==> config.mk <==
export PLATFORM = sky130hd
export DESIGN_NAME = rgb2gray_pipe
export DESIGN_NICKNAME = d
export VERILOG_FILES = /design/src/rtl/rgb2gray_pipe.sv
export SDC_FILE = /design/constraint.sdc
export NUM_CORES = 1
export LEC_CHECK = 0
export ABC_AREA = 1
export CORE_ASPECT_RATIO = 0.7
export CORE_UTILIZATION = 59
export CTS_CLUSTER_SIZE = 24
export DETAILED_ROUTE_END_ITERATION = 16
export PLACE_DENSITY = 0.87
export SYNTH_ARGS = -nofsm -noshare
export SYNTH_HDL_FRONTEND = slang
export SYNTH_SLANG_ARGS = --single-unit
==> constraint.sdc <==
create_clock -name clk -period 3.6 [get_ports clk]
set_input_delay 0.9 -clock clk [delete_from_list [all_inputs] [get_ports clk]]
set_output_delay 0.9 -clock clk [all_outputs]
set_load 0.02 [all_outputs]
==> src/rtl/rgb2gray_pipe.sv <==
// Three-stage RGB-to-luma converter with valid/ready on both sides: shifted terms,
// per-channel partial sums, then the saturated total, with per-pixel mode and frame-end tracking.
module rgb2gray_pipe #(
    parameter int DW = 8,
    parameter int CW = 16
) (
    input  logic          clk,
    input  logic          rst,
    input  logic          in_valid,
    output logic          in_ready,
    input  logic [DW-1:0] r,
    input  logic [DW-1:0] g,
    input  logic [DW-1:0] b,
    input  logic          in_last,
    input  logic [1:0]    mode,
    output logic          out_valid,
    input  logic          out_ready,
    output logic [DW-1:0] y,
    output logic          out_last,
    output logic [CW-1:0] pix_count
);

    localparam int SW = DW + 2;
    localparam logic [SW-1:0] Y_MAX = {2'b00, {DW{1'b1}}};

    logic                 en;
    logic [3:0][DW-1:0]   tr, tg, tb;
    logic                 s1_valid, s1_last;
    logic [1:0]           s1_mode;
    logic [3:0][DW-1:0]   s1_tr, s1_tg, s1_tb;
    logic [DW-1:0]        max_rg, max_rgb;
    logic [SW-1:0]        sum_r, sum_g, sum_b;
    logic                 s2_valid, s2_last;
    logic [SW-1:0]        s2_r, s2_g, s2_b;
    logic [SW-1:0]        total;
    logic [DW-1:0]        y_sat;
    logic [CW-1:0]        count_reg;

    assign en       = !out_valid || out_ready;
    assign in_ready = en;

    // Mode 3 passes the raw components through; the max is taken in S2.
    always_comb begin
        tr = '0;
        tg = '0;
        tb = '0;
        case (mode)
            2'd0: begin
                tr[0] = r >> 2;
                tr[1] = r >> 5;
                tr[2] = r >> 6;
                tg[0] = g >> 1;
                tg[1] = g >> 4;
                tg[2] = g >> 6;
                tg[3] = g >> 7;
                tb[0] = b >> 4;
                tb[1] = b >> 5;
                tb[2] = b >> 6;
                tb[3] = b >> 7;
            end
            2'd1: begin
                tr[0] = r >> 2;
                tg[0] = g >> 1;
                tb[0] = b >> 2;
            end
            2'd2: begin
                tg[0] = g;
            end
            default: begin
                tr[0] = r;
                tg[0] = g;
                tb[0] = b;
            end
        endcase
    end

    always_ff @(posedge clk or posedge rst) begin
        if (rst) begin
            s1_valid <= 1'b0;
            s1_last  <= 1'b0;
            s1_mode  <= 2'd0;
            s1_tr    <= '0;
            s1_tg    <= '0;
            s1_tb    <= '0;
        end else if (en) begin
            s1_valid <= in_valid;
            if (in_valid) begin
                s1_last <= in_last;
                s1_mode <= mode;
                s1_tr   <= tr;
                s1_tg   <= tg;
                s1_tb   <= tb;
            end
        end
    end

    assign max_rg  = (s1_tr[0] > s1_tg[0]) ? s1_tr[0] : s1_tg[0];
    assign max_rgb = (max_rg > s1_tb[0]) ? max_rg : s1_tb[0];

    always_comb begin
        sum_r = SW'(s1_tr[0]) + SW'(s1_tr[1]) + SW'(s1_tr[2]) + SW'(s1_tr[3]);
        sum_g = SW'(s1_tg[0]) + SW'(s1_tg[1]) + SW'(s1_tg[2]) + SW'(s1_tg[3]);
        sum_b = SW'(s1_tb[0]) + SW'(s1_tb[1]) + SW'(s1_tb[2]) + SW'(s1_tb[3]);
        if (s1_mode == 2'd3) begin
            sum_r = SW'(max_rgb);
            sum_g = '0;
            sum_b = '0;
        end
    end

    always_ff @(posedge clk or posedge rst) begin
        if (rst) begin
            s2_valid <= 1'b0;
            s2_last  <= 1'b0;
            s2_r     <= '0;
            s2_g     <= '0;
            s2_b     <= '0;
        end else if (en) begin
            s2_valid <= s1_valid;
            if (s1_valid) begin
                s2_last <= s1_last;
                s2_r    <= sum_r;
                s2_g    <= sum_g;
                s2_b    <= sum_b;
            end
        end
    end

    assign total = s2_r + s2_g + s2_b;
    assign y_sat = (total > Y_MAX) ? Y_MAX[DW-1:0] : total[DW-1:0];

    always_ff @(posedge clk or posedge rst) begin
        if (rst) begin
            out_valid <= 1'b0;
            out_last  <= 1'b0;
            y         <= '0;
        end else if (en) begin
            out_valid <= s2_valid;
            if (s2_valid) begin
                out_last <= s2_last;
                y        <= y_sat;
            end
        end
    end

    // The register holds beats already sent in this frame; the port adds the beat on display.
    always_ff @(posedge clk or posedge rst) begin
        if (rst) begin
            count_reg <= '0;
        end else if (out_valid && out_ready) begin
            count_reg <= out_last ? '0 : count_reg + CW'(1);
        end
    end

    assign pix_count = out_valid ? count_reg + CW'(1) : count_reg;

endmodule

== Word level (Yosys, flattened, before mapping) ==
Cells that the tools add are included.
Operators by class
  magnitude comparators: 3
  eq/ne operators: 3
  muxes and demuxes: 14
  add/subtract/negate cells: 11
  reduce and logical (&&, ||, !) cells: 8
Operator list (count)
  $mux 10: 4
  $mux 17: 2
  $mux 16: 2
  $mux 8: 4
  $add 9x8->10: 3
  $add 8x8->9: 3
  $pmux 8 s3: 1
  $add 10x10->10: 2
  $add 10x8->10: 2
  $add 16x1->16 const B: 1
  $gt 8x8->1: 2
  $pmux 8 s2: 1
  $gt 10x8->1 const B: 1
  $reduce_and 2->1: 3
  $eq 2x2->1 const B: 2
  $eq 2x1->1 const B: 1
  $logic_not 2->1: 1
  $reduce_or 2->1: 1
  $logic_and 1x1->1: 1
  $logic_not 1->1: 1
  $logic_or 1x1->1: 1
Word-level totals
  word-level logic and storage cells: 62
  flip-flop bits (word level): 150
  output and inout port bits: 27

== Logic depth before layout (Yosys ltp) ==
  depth in word-level cells: 5
  gate-level depth with buffers: 27

== Least setup slack after synthesis ==
No wires, ideal clock.
  path type: flip-flop to flip-flop
  start: register s1_tg[6] in the netlist's numbering
  end: register s2_r[1]
  stages on the path, launching flop included: 20
  arrival time: 2.527 ns
  data required time: 3.477 ns
  clock period less this slack: 2.650 ns
  path slack: 0.950 ns
  cell sequence: dfrtp_1 -> inv_1 -> ha_1 -> nand2_1 -> nor2_1 -> nand4_1 -> nand2_1 -> buf_4 -> nand2_1 -> o21ai_0 -> ha_1 -> a21oi_1 -> nor2_1 -> nor2_1 -> nand2_1 -> nand2_1 -> clkbuf_1 -> a21oi_1 -> o21ai_0 -> nand2_1
On the way
  longest elaborated chain between the ends: 5
RTL lines
  start, declared: RTL line 30  | logic [3:0][DW-1:0] s1_tr, s1_tg, s1_tb;
  start signal, assigned: RTL line 91  | s1_tg <= tg;
  $gt 8x8->1: RTL line 97  | assign max_rg = (s1_tr[0] > s1_tg[0]) ? s1_tr[0] : s1_tg[0];
  $mux 8 (*): RTL line 97
  $gt 8x8->1: RTL line 98  | assign max_rgb = (max_rg > s1_tb[0]) ? max_rg : s1_tb[0];
  $mux 8 (*): RTL line 98
  $mux 10 (*): RTL line 104  | if (s1_mode == 2'd3) begin
  end signal, assigned: RTL line 122  | s2_r <= sum_r;
  end, declared: RTL line 34  | logic [SW-1:0] s2_r, s2_g, s2_b;
Every way passes the cells marked *; elsewhere a longest branch is shown, timed or not.
A chain may end at the register's enable or synchronous reset.

== Worst setup path after layout ==
  start: register count_reg[0]
  end: output port pix_count[8]
On the way
  longest elaborated chain between the ends: 2
RTL lines
  start, declared: RTL line 37  | logic [CW-1:0] count_reg;
  start signal, assigned: RTL line 151  | count_reg <= out_last ? '0 : count_reg + CW'(1);
  $add 16x1->16: RTL line 155  | assign pix_count = out_valid ? count_reg + CW'(1) : count_reg;
  $mux 16: RTL line 155
  end, declared: RTL line 20  | output logic [CW-1:0] pix_count
Every way passes these cells.

==> run summary <==
Across all register-to-register paths, the minimum setup slack is 0.35 ns. The clock net sink count came out at 93. The highest fanout seen on the critical path came out at 5. Between clock sinks in the finished design, the worst skew comes to 0.006806 ns.

The run finished, with violations left. The number of detailed-route iterations in the first pass is 11. Of all flip-flops after synthesis, the portion carrying an async set or reset was 100.0%. STA classifies the critical path endpoint as an output pin. Setup repair after global routing left no endpoint under its margin. The total die area came out at 11010 µm². The signal on the critical path passes through ha_1, nand3_1, nor3_2, nand3_2, xor2_1, o21ai_0, clkdlybuf4s50_1. The slowest stage of the critical path is the sky130_fd_sc_hd__clkdlybuf4s50_1 cell. For the worst setup path, the data arrival time is 2.50 ns. The die span in x came out at 125.0 µm. The measured slew at the worst slew-check pin is 0.7518 ns. The post-CTS clock slew at the launch and capture registers of the worst setup and hold paths came out at 0.06 ns. Counting flops with a built-in enable in the synthesized netlist gives 0.

The count of nets left with antenna violations once routing finished came out at 0. On the worst path, the slowest cell contributes a delay of 0.63 ns. The multiplexer share of the synthesized area came out at 0.1803%. The number of hold buffers added after CTS was 0.

The global-route wire length before repair is 25.50 mm. The tree is rooted in a sky130_fd_sc_hd__clkbuf_16. The total wirelength of the detailed-routed design came out at 15.01 mm. The post-synthesis share of cell area spent on xor and xnor gates came out at 2.204%.

The DRC violation count after routing came out at 4. The post-route fraction of the period consumed by the critical path is 94.39%. The post-synthesis sequential element count came out at 93. The synthesized netlist contains 40 unique library cells.

The tightest slew margin relative to the limit came out at 49.82%. The clock reaches the later pin of the worst-skew pair after 0.35 ns. In this run the worst setup path terminates at pix_count[8].

The post-DP HPWL is 11.35 mm. The checks that failed: design-rule violations. The fraction of synthesized cell area taken by the top area cell type is 37.27%. Grouping stages by cell kind, the critical path spends the most delay in buffers and inverters.

58 I/O pins were placed. The simple-gate share of the synthesized area came out at 24.16%. The via count of the routed design came out at 5526.

The number of buffers and inverters on the critical path is 1. The effective utilization at floorplan came out at 60.53%. A synthesized cell averages 7.796 µm². In the post-route analysis, the smallest setup slack over all paths is 0.2021 ns.

The leakage component of the power came out at 3.666 nW. The largest family of logic cells by synthesized area is simple AND/OR/NAND/NOR gates. The placer's final routability congestion estimate came out at 0.9238.

The critical path launch point is count_reg[0]. The cell depth of the worst flop-to-flop path is 19. The arithmetic-cell share of the synthesized area counting full adders, half adders and majority gates came out at 14.31%.

The initial antenna violation count came out at 0. The count of nets after finishing is 944. The max-slew violation count is 0. The register with the most flip-flops in the layout has 16 of them. The total inserted antenna cells is 0. The core area came out at 10320 µm².

The violation count after the first detailed-routing iteration came out at 446. The area growth from synthesis to final layout is 15.31%. The critical path is of the register to output pin type. For this design the ratio of total power to cell area is 768.1 nW/µm². In the final timing run, aggregate negative setup slack is 0 ns. The data required time at the worst endpoint is 2.70 ns. The ratio of cells with drive above 1 in the final layout is 5.484%.

The number of buffers inserted during clock tree synthesis came out at 9. Among all flip-flop cells after synthesis, the most frequent one is sky130_fd_sc_hd__dfrtp_1. The number of H-tree levels came out at 3. The buffer depth of the longest clock path came out at 2. The number of standard-cell rows in the floorplan came out at 31. The floorplan step set the die height to 88.08 µm.

The min-delay analysis places its worst path in the category register to register. Global routing used 29.72% of the available tracks. The clock period minus worst slack came out at 3.398 ns. The via count of the first global-routing pass came out at 5152.

The endpoint identified for the worst register-to-register timing path is s2_r[0]. The count of cell instances traversed by the critical path came out at 7. Setup violations remaining at the end of the flow were counted as 0. Entering global routing, the biggest net connects 54 pins. The largest total area in the synthesized netlist belongs to sky130_fd_sc_hd__dfrtp_1. The number of warning messages in the yosys log came out at 0.

The hold violation total from the final report is 0. The peak supply drop came out at 0.0004163 V. The residual overflow from global routing came out at 0.

The CTS tree is yes. Derived from the worst setup path, the maximum achievable clock frequency is 294.3 MHz. The netlist area before placement is 6245 µm². In the synthesized netlist, the number of instances is 801. Across the run, the number of max-cap violations was 0. Yosys attributes the largest share of cell area to sky130_fd_sc_hd__dfrtp_1 (37%), sky130_fd_sc_hd__nand2_1 (13%), sky130_fd_sc_hd__ha_1 (8.2%). Synthesis produced a netlist with a net count of 892. The worst setup slack before clock tree synthesis is 0.3436 ns.

After detailed routing, the average wire length per cell comes to 15.18 µm. The worst setup path is launched from a register. The mean number of vias per cell is 5.587. The number of I/O port buffers came out at 57. The compound-cell area share of the yosys netlist came out at 13.16%.

The sequential fraction of the synthesis area came out at 37.27%. The launching point of the worst reg2reg path is s1_tg[5].
## Yosys cell counts (all sizes together), types with 10 or more instances
master and instances:
nand2 229, inv 116, dfrtp 93, o21ai 72, nand3 57, nor2 49, ha 41, a21oi 35
fa 19, buf 15, o22ai 11, nand4 10, xor2 10
## worst reg2reg max path, delay by kind of cell (launching register included)
kind            cells  cell delay (ns)
simple gates       13             1.53
fa+ha+maj           2             0.61
buf+inv             2             0.28
compound gates      2             0.30
flops               1             0.43
## through the flow
stage	cell area, µm²	hold slack (ns)	power [mW]	std cells	util [%]
floorplan	6245	0.4380	3.767	801	-
global placement	6928	0.4602	4.506	974	67.15
detailed placement	6928	0.4658	4.602	974	67.15
CTS	7189	0.4825	5.500	989	69.68
global route	7201	0.4976	6.036	989	69.79
finish	7201	0.4812	5.531	989	69.79
## layer usage
layer,global-route usage [%],share of wire [%]
met1,43.11,48
met2,44.69,43
met3,6.842,7.7
met4,9.091,1.3
met5,0,0
## what timing repair did
item / in CTS / in global routing
resized for setup: 0 / 6
endpoints found under the setup margin: 0 / 11
setup buffers: 0 / 0
## power by group
| group | leakage (nW) | switching, mW | internal, mW | total, mW |
|---|---|---|---|---|
| Sequential | 1.17 | 0.309 | 1.35 | 1.66 |
| Combinational | 2.37 | 1.83 | 1.16 | 2.99 |
| Clock | 0.123 | 0.394 | 0.485 | 0.879 |
| Total | 3.67 | 2.53 | 3.00 | 5.53 |
## worst min-delay path by stage
stage | end | cells past startpoint | start
final | s2_last | 2 | s1_last
after CTS | s2_last | 2 | s1_last
after global placement | s2_last | 2 | s2_last
after global routing | s2_last | 2 | s2_last
after detailed placement | s2_last | 2 | s1_last
after floorplan | s2_last | 2 | s2_last
## logic make-up (layout without fill, tap and decap cells)
kind of cell	count (synthesis)	in the layout
simple gates	350	350
compound gates	145	145
buf+inv	138	194
flops	93	93
fa+ha+maj	60	60
xor+xnor	14	14
mux	1	1
## cell usage in the layout, fill, tap and decap left out, types with 3 or more instances in the layout
cell type	instances
sky130_fd_sc_hd__nand2_1	221
sky130_fd_sc_hd__inv_1	110
sky130_fd_sc_hd__dfrtp_1	92
sky130_fd_sc_hd__o21ai_0	68
sky130_fd_sc_hd__nand3_1	54
sky130_fd_sc_hd__clkdlybuf4s50_1	54
sky130_fd_sc_hd__nor2_1	45
sky130_fd_sc_hd__ha_1	41
sky130_fd_sc_hd__a21oi_1	35
sky130_fd_sc_hd__fa_1	19
sky130_fd_sc_hd__o22ai_1	11
sky130_fd_sc_hd__xor2_1	10
sky130_fd_sc_hd__nand4_1	10
sky130_fd_sc_hd__clkbuf_16	9
sky130_fd_sc_hd__nand2_2	7
sky130_fd_sc_hd__o31ai_1	7
sky130_fd_sc_hd__o211ai_1	7
sky130_fd_sc_hd__inv_2	5
sky130_fd_sc_hd__nor2_4	4
sky130_fd_sc_hd__o21ai_1	4
sky130_fd_sc_hd__clkbuf_1	4
sky130_fd_sc_hd__buf_4	4
sky130_fd_sc_hd__a32oi_1	3
sky130_fd_sc_hd__dlymetal6s2s_1	3
## final cells by class
class / instances / area [µm²]
well taps: 132 / 165.2
repair buffers: 62 / 628.1
clock buffers: 14 / 254.0
fillers: 816 / 3117
flip-flops and latches: 93 / 2328
inverters: 117 / 441.7
clock inverters: 1 / 7.507
multi-input cells: 570 / 3376
Power figures use the tool's default switching activity.
